**src/rtl/operand_pair_loader_pkg.sv**
```systemverilog
// Shared types and sizing for the operand pair loader.
// Holds the FSM state encoding, the default operand width and the counter widths.
package operand_pair_loader_pkg;

    typedef enum logic [1:0] {
        WAIT_A = 2'd0,
        WAIT_B = 2'd1,
        HOLD   = 2'd2
    } state_t;

    localparam int DEFAULT_WIDTH = 8;
    localparam int PAIR_CNT_W    = 16;
    localparam int DROP_CNT_W    = 8;

endpackage

```
**src/rtl/operand_pair_loader_sat_counter.sv**
```systemverilog
// Saturating up-counter: increments on inc and sticks at its all-ones value.
module sat_counter #(
    parameter int WIDTH = 8
) (
    input  logic             clk,
    input  logic             rst_n,
    input  logic             inc,
    output logic [WIDTH-1:0] cnt
);

    always_ff @(posedge clk or negedge rst_n) begin
        if (!rst_n) begin
            cnt <= '0;
        end else if (inc && (cnt != {WIDTH{1'b1}})) begin
            cnt <= cnt + 1'b1;
        end
    end

endmodule

```
**src/rtl/operand_pair_loader.sv**
```systemverilog
// Collects two operand bytes (A then B) from a byte stream and presents them as a pair.
// An in_sof byte arriving while B is awaited restarts the pair and counts as a drop.
//
//   state  | meaning
//   -------+--------------------------------------------------------------
//   WAIT_A | idle, next accepted byte becomes op_a
//   WAIT_B | op_a held, next plain byte becomes op_b; sof byte replaces op_a
//   HOLD   | complete pair presented on pair_valid until the consumer takes it
module operand_pair_loader
    import operand_pair_loader_pkg::*;
#(
    parameter int WIDTH = DEFAULT_WIDTH
) (
    input  logic                  clk,
    input  logic                  rst_n,
    input  logic [WIDTH-1:0]      in_data,
    input  logic                  in_valid,
    input  logic                  in_sof,
    output logic                  in_ready,
    output logic [WIDTH-1:0]      op_a,
    output logic [WIDTH-1:0]      op_b,
    output logic                  pair_valid,
    input  logic                  pair_ready,
    output logic [PAIR_CNT_W-1:0] pair_cnt,
    output logic [DROP_CNT_W-1:0] drop_cnt
);

    state_t state_q;
    state_t state_d;
    logic   accept;
    logic   deliver;
    logic   load_a;
    logic   load_b;
    logic   drop_inc;
    logic   pair_inc;

    // While holding a pair, a new byte may only enter in the cycle the pair leaves.
    assign in_ready = (state_q != HOLD) || pair_ready;
    assign accept   = in_valid && in_ready;
    assign deliver  = pair_valid && pair_ready;

    always_comb begin
        state_d  = state_q;
        load_a   = 1'b0;
        load_b   = 1'b0;
        drop_inc = 1'b0;
        pair_inc = 1'b0;
        case (state_q)
            WAIT_A: begin
                if (accept) begin
                    load_a  = 1'b1;
                    state_d = WAIT_B;
                end
            end
            WAIT_B: begin
                if (accept) begin
                    if (in_sof) begin
                        load_a   = 1'b1;
                        drop_inc = 1'b1;
                    end else begin
                        load_b  = 1'b1;
                        state_d = HOLD;
                    end
                end
            end
            HOLD: begin
                if (deliver) begin
                    pair_inc = 1'b1;
                    if (accept) begin
                        load_a  = 1'b1;
                        state_d = WAIT_B;
                    end else begin
                        state_d = WAIT_A;
                    end
                end
            end
            default: state_d = WAIT_A;
        endcase
    end

    always_ff @(posedge clk or negedge rst_n) begin
        if (!rst_n) begin
            state_q    <= WAIT_A;
            op_a       <= '0;
            op_b       <= '0;
            pair_valid <= 1'b0;
            pair_cnt   <= '0;
        end else begin
            state_q    <= state_d;
            pair_valid <= (state_d == HOLD);
            if (load_a) op_a <= in_data;
            if (load_b) op_b <= in_data;
            if (pair_inc) pair_cnt <= pair_cnt + 1'b1;
        end
    end

    sat_counter #(
        .WIDTH(DROP_CNT_W)
    ) u_drop_cnt (
        .clk  (clk),
        .rst_n(rst_n),
        .inc  (drop_inc),
        .cnt  (drop_cnt)
    );

endmodule

```
**config.mk**
```make
export PLATFORM = sky130hd
export DESIGN_NAME = operand_pair_loader
export DESIGN_NICKNAME = d
export VERILOG_FILES = /design/src/rtl/operand_pair_loader_pkg.sv /design/src/rtl/operand_pair_loader_sat_counter.sv /design/src/rtl/operand_pair_loader.sv
export SDC_FILE = /design/constraint.sdc
export NUM_CORES = 1
export LEC_CHECK = 0
export CAP_MARGIN = 20
export CELL_PAD_IN_SITES_DETAIL_PLACEMENT = 1
export CELL_PAD_IN_SITES_GLOBAL_PLACEMENT = 2
export CORE_MARGIN = 2
export CORE_UTILIZATION = 30
export CTS_CLUSTER_SIZE = 14
export DETAILED_ROUTE_END_ITERATION = 10
export PLACE_DENSITY = 0.81
export SLEW_MARGIN = 0
export SYNTH_ARGS = -nofsm -noshare
export SYNTH_HDL_FRONTEND = slang
export SYNTH_SLANG_ARGS = --single-unit
```
**constraint.sdc**
```tcl
create_clock -name clk -period 2.2 [get_ports clk]
set_input_delay 0.22 -clock clk [delete_from_list [all_inputs] [get_ports clk]]
set_output_delay 0.22 -clock clk [all_outputs]
set_load 0.005 [all_outputs]
```
==> run_results.csv <==
group,metric,value,unit
floorplan,die_area,7040,sq um
sta,period_minus_slack,1770,ps
routing,drt.antenna.violating_nets,0,
sta,fin_worst_skew,6.22,ps
global_routing,grt_antenna_before_repair,0,
worst_setup_path,crit_fanout,8,
synthesis,netlist_instances,150,
sta,maxSlewHeadroom,67.4,%
sta,setup_tns,0,ps
final_layout,fillers,693,
synthesis,ys_seq_area_share,56.2,%
final_layout,most-common-layout-cells,"clkdlybuf4s50_1, dfrtp_1, mux2_2, xor2_1, xnor2_1",
final_layout,diodes,0,
power,leakagePower,1.16,nW
worst_setup_path,r2r-start,"state_q[0]$_DFF_PN0_",
final_layout,seq_area,1080,sq um
sta,hold_ws,329,ps
final_layout,drive_gt1_share,19.2,%
place,port_buffers,54,
power,ir_worst_vdd,0.000513,V
place,dp_cells,281,
sta,fin_crit_sh,80.3,%
sta,worstMarginPinSlew,487,ps
worst_setup_path,cp.arrival,1550,ps
final_layout,mostFrequentLayoutCell,"clkdlybuf4s50_1",
power,power.density,1030,nW/um^2
synthesis,synth_warnings,0,
clock_tree,cts_buffers,5,
global_routing,grt_pass1_vias,1357,
routing,num_vias,1349,
clock_tree,cts_tree,"yes",
floorplan,core-area,6280,sq um
worst_setup_path,critPathKind,"reg2out",
place,place.detailed.hpwl,3060,microns
final_layout,num-nets-final,227,
final_layout,multi_input_area,801,sq um
synthesis,synthDistinctLibCells,34,
floorplan,io_pins,55,
global_routing,grt_pass1_wl,7040,microns
sta,finalHoldViolCount,0,
sta,slew_violations,0,
floorplan,rows,29,
routing,drt-pass1-iter-count,4,
run_status,status,"completed",
worst_setup_path,crit_start,"state_q[0]$_DFF_PN0_",
sta,finalSetupViolCount,0,
global_routing,grt_start_max_net_pins,18,
worst_setup_path,crit_path_start_kind,"register",
global_routing,track_usage,12.7,%
clock_tree,clk_pin_slew,90,ps
synthesis,synth.cell_area,1910,sq um
clock_tree,worstSkewPairLatency,300,ps
synthesis,avgSynthCellArea,12.8,sq um
floorplan,die_h,83.9,microns
synthesis,synth_nets,165,
floorplan,initial_core_util,30.5,%
final_layout,area_growth,39.7,%
clock_tree,cts_root_buffer,"clkbuf_8",
global_routing,overflow,0,
clock_tree,htreeDepth,2,
routing,drt_iter0_markers,30,
sta,rsz0062_at_grt,"false",
routing,viasPerCell,4.65,
synthesis,synth_seq_cells,43,
worst_setup_path,cp.required,1980,ps
clock_tree,cts.sinks,43,
clock_tree,clk_path_buf_depth,2,
clock_tree,cts_setup_buffers,0,
run,cap_violations,0,
place,gp_congestion,0.730,
sta,max_freq,0.566,GHz
routing,wire_per_inst,14.0,microns
routing,drc,0,
floorplan,fp.dieW,83.9,microns
routing,drt-total-wl,4060,microns
final_layout,final_core_util,42.6,%
worst_setup_path,end_kind,"output port",
final_layout,layout.cells.non_filler,290,
min_path,hold_path_class,"in2async",
==> synth_stat cells <==
master	instances	area, sq um
nor3_4	1	16.3
and3_4	1	11.3
o21ai_0	2	10.0
nand2_2	1	6.26
mux2_2	18	203
nand2_1	8	30.0
and4b_1	1	10.0
nor2b_1	2	12.5
nor3_1	7	35.0
or2_4	1	8.76
nand4_4	1	21.3
nand4b_4	1	23.8
buf_6	1	11.3
xor2_1	9	78.8
ha_1	2	25.0
buf_4	1	7.51
nor3_2	4	40.0
xnor2_1	9	78.8
dfrtp_1	43	1080
nand3b_1	1	7.51
o22ai_1	1	6.26
nor2_1	8	30.0
o21a_1	1	7.51
a31o_2	2	17.5
inv_1	5	18.8
and3_1	1	6.26
and4_1	1	8.76
nand3_1	7	35.0
mux2i_1	1	10.0
a21oi_1	1	5.00
and2_1	1	6.26
nand4_1	5	31.3
mux2_1	1	11.3
a21o_1	1	7.51
==> area by class of cell <==
cell class,count,share of cell area [%]
clock buffer,6,3.09
inverter,5,0.702
clock inverter,2,1.45
multi-input combinational,100,29.9
tap,77,3.60
timing repair buffer,57,21.0
sequential,43,40.2
==> repair_timing <==
| action | 4_1_cts | 5_1_grt |
|---|---|---|
| hold buffers | 1 | 0 |
| gates resized for setup | 0 | 0 |
| hold endpoints to repair | 11 | 0 |
==> worst paths after layout <==
path	endpoint	slack, ps	cells past startpoint
setup / recovery	in_ready	430	3
hold / removal	op_a[4]$_DFFE_PN0P_	330	2
setup reg to reg	pair_cnt[11]$_DFFE_PN0P_	510	4
hold reg to reg	pair_cnt[15]$_DFFE_PN0P_	490	1
max in group asynchronous	pair_cnt[12]$_DFFE_PN0P_	1350	3
min in group clk	pair_cnt[15]$_DFFE_PN0P_	490	1
==> metal layers <==
metal,wire (microns),part of all wire (%),vias to the layer above,GRT usage (%)
met1,1830,45,665,16.9
met3,215,5.3,2,4.95
met5,0,0,-,0
li1,-,-,645,-
met2,2000,49,37,19.1
met4,23,0.57,0,3.52
==> registers in the layout, summed over array words and instances (netlist names) <==
register        count
op_a                8
op_b                8
pair_cnt           16
pair_valid          1
state_q             2
u_drop_cnt.cnt      8
==> logic make-up after synthesis <==
kind of cell,after synthesis,synth area share [%]
AOI/OAI and AO/OA,8,2.81
xor gates and xnor gates,18,8.24
adders and majority gates,2,1.31
buffers and inverters,7,1.96
DFF,43,56.2
muxes,20,11.7
and+or+nand+nor,52,17.8
==> report_power, final <==
group          leakage (nW)  switching, mW  internal (mW)
registers             0.538          0.192           1.02
clock network        0.0618          0.289          0.374
logic                 0.565          0.287          0.605
total                  1.16          0.769           2.00
==> worst max-delay path: stages, from the launching register on <==
cell and delay [ps]:
dfrtp_1 510, inv_1 120, nand3b_1 100, clkdlybuf4s50_1 520
==> through the flow <==
step | setup WS, ps | cell area (sq um) | power, mW
CTS | 406 | 2670 | 2.81
floorplan | 647 | 1910 | 1.57
global placement | 307 | 2540 | 2.11
global route | 319 | 2670 | 2.95
detailed placement | 273 | 2540 | 2.13
finish | 432 | 2670 | 2.76
Power figures use the tool's default switching activity.
==> edit, RTL diff (same settings) <==
Reset style: synchronous (`rst_n`), changed in 2 clocked blocks.
--- a/src/rtl/operand_pair_loader_sat_counter.sv
+++ b/src/rtl/operand_pair_loader_sat_counter.sv
@@ -9,5 +9,5 @@
 );
 
-    always_ff @(posedge clk or negedge rst_n) begin
+    always_ff @(posedge clk) begin
         if (!rst_n) begin
             cnt <= '0;
--- a/src/rtl/operand_pair_loader.sv
+++ b/src/rtl/operand_pair_loader.sv
@@ -79,5 +79,5 @@
     end
 
-    always_ff @(posedge clk or negedge rst_n) begin
+    always_ff @(posedge clk) begin
         if (!rst_n) begin
             state_q    <= WAIT_A;
Check against the original RTL: differs if rst_n is asserted again (counterexample within 4 cycles, from zero or initial values and one cycle with rst_n low); with rst_n held inactive, the same outputs for 10 cycles.
==> edit against the original RTL <==
  * Setup slack got worse by 0.24 ns
  * Critical path depth decreased by 1
  * Cell area down 3.1%
  * Die area fell by 2.7%
  * Utilization increased by 0.91 points
  * Synthesized area decreased by 2.8%
  * Routed wire length grew 21%
  * Sequential cell count unchanged
  * Non-clock buffer count up 4
  * Hold slack gained 0.13 ns
  * Largest cell class is now multi-input gates
Power is not compared: it rests on default switching activity, and its combinational part moved more than twofold at a synthesized area within 25%.
==> edit: results (changes against the original RTL) <==
Parameter                              Value

Floorplan
  Starting Density ... 31.2% (was 30.5%)
  Row Count ... 28 (was 29)

Timing
  Fmax ... 0.497 GHz (was 0.566 GHz)
  Worst-case clock skew ... 0.00883 ns (was 0.00622 ns)
  Relative slew slack ... 65.6% (was 67.4%)

CTS
  Clock transition at the registers of the reported paths ... 0.08 ns
  Hold_buf cts ... 0 (was 1)

Critical path
  Startpoint of the worst-slack reg-to-reg timing path ... state_q[1] (was state_q[0])
  Family with the most delay on the worst path ... flip-flops (was buffers and inverters)
  Arrival time at the worst endpoint ... 1.79 ns (was 1.55 ns)
  Worst reg2reg path endpoint ... pair_cnt[15] (was pair_cnt[11])
  Crit path largest cell delay ... 0.57 ns (was 0.52 ns)
  Flop-to-flop setup slack ... 0.43 ns (was 0.51 ns)
  Top fanout value on the critical path ... 10 (was 8)

Synth
  Distinct cell type count after synthesis ... 40 (was 34)
  Most numerous cell in the Yosys netlist ... dfxtp_1 (was dfrtp_1)
  Post-synth top cells ... 43 x dfxtp_1, 30 x a21oi_1, 28 x nand2_1 (was 43 x dfrtp_1, 18 x mux2_2, 9 x xnor2_1, 9 x xor2_1)
  Sequential element share of the synthesized area ... 46.3% (was 56.2%)
  Main area contributors after synthesis ... dfxtp_1 46%, a21oi_1 8.1%, nand2_1 5.6% (was dfrtp_1 56%, mux2_2 11%, xnor2_1 4.1%)
  Post-Synthesis Net Count ... 229 (was 165)
  Fraction of registers with async set/reset ... 0% (was 100%)

Drt
  Drt initial violations ... 50 (was 30)
  Wire length per cell ... 14.2 µm (was 14.0 µm)
  Amount of wire on met3 after detailed routing ... 229 µm (was 215 µm)
  Metal-1 WL ... 2340 µm (was 1830 µm)
  Met2 wire length ... 2330 µm (was 2000 µm)

GRT
  Via count of the first global-routing pass ... 1672 (was 1357)
  Global-route wire length before repair ... 7870 µm (was 7040 µm)
  Maximum number of pins on one net before global-route repair ... 26 (was 18)
  Total routing resource utilization after global routing ... 15.0% (was 12.7%)

Placed design
  Routability-driven placement congestion ratio ... 0.727 (was 0.730)
  Worst slack at placement ... 0.207 ns (was 0.273 ns)
  Detail Placement HPWL ... 3510 µm (was 3060 µm)

Layout
  Layout cell share with drive strength beyond 1 ... 6.25% (was 19.2%)
  Fillers ... 722 (was 693)
  Nets ... 287 (was 227)

Outcome
  Status ... finished clean (unchanged)
[edit: changes by cell type after synthesis, sizes merged, moves of 7 or more]
cell,delta
mux2,-19
dfrtp,-43
dfxtp,+43
o21ai,+11
nand3,+9
or4,+7
nand2,+20
nor3,-10
a21oi,+29
[edit: how the worst min path moves through the flow]
stage / slack, ns / cells after the start / startpoint / endpoint
after CTS: 0.46 / 2 / op_b[1] / op_b[1]
after floorplan: 0.36 / 2 / in_data[0] / op_b[0]
after detailed placement: 0.45 / 2 / op_b[1] / op_b[1]
after global placement: 0.45 / 2 / op_b[1] / op_b[1]
after global routing: 0.48 / 2 / op_b[6] / op_b[6]
final: 0.46 / 2 / op_b[1] / op_b[1]
[edit: worst reg2reg max path, cell delays in order, from the launching register on]
cell	delay, ns
dfxtp_1	0.57
nand4b_4	0.16
or2_1	0.34
or4_1	0.49
a21oi_1	0.15
[edit: report_power, final]
group / internal (mW) / switching, mW / total, mW
sequential: 0.795 / 0.0157 / 0.811
clock: 0.333 / 0.262 / 0.595
combinational: 0.0708 / 0.0604 / 0.131
[edit: logic make-up after synthesis]
family          share of synthesized area [%]
simple gates                             26.3
fa+ha+maj                                1.34
compound gates                           17.6
buf+inv                                  3.77
mux                                     0.538
xor+xnor                                 4.24
flops                                    46.3
[edit: cell type report]
type / count / area share, %
inverter: 3 / 0.435
clock inverter: 1 / 1.16
clock buffer: 6 / 2.80
sequential: 43 / 33.2
tap: 75 / 3.62
timing repair buffer: 61 / 22.9
multi-input combinational: 158 / 35.9
[edit: metal layers]
metal  vias up  GRT usage (%)
met1       851           19.8
met2        37           23.8
met3         2           4.24
met4         0           4.92
li1        897              -
met5         -              0
[edit: stage by stage]
stage               instance area, µm²  total power [mW]  std cells  hold WS (ns)  util (%)
floorplan                         1860             0.883        214         0.356         -
global placement                  2490             0.962        340         0.447      41.8
detailed placement                2490             0.962        340         0.450      41.8
CTS                               2590              1.57        347         0.461      43.5
global route                      2590              1.62        347         0.480      43.5
finish                            2590              1.54        347         0.459      43.5
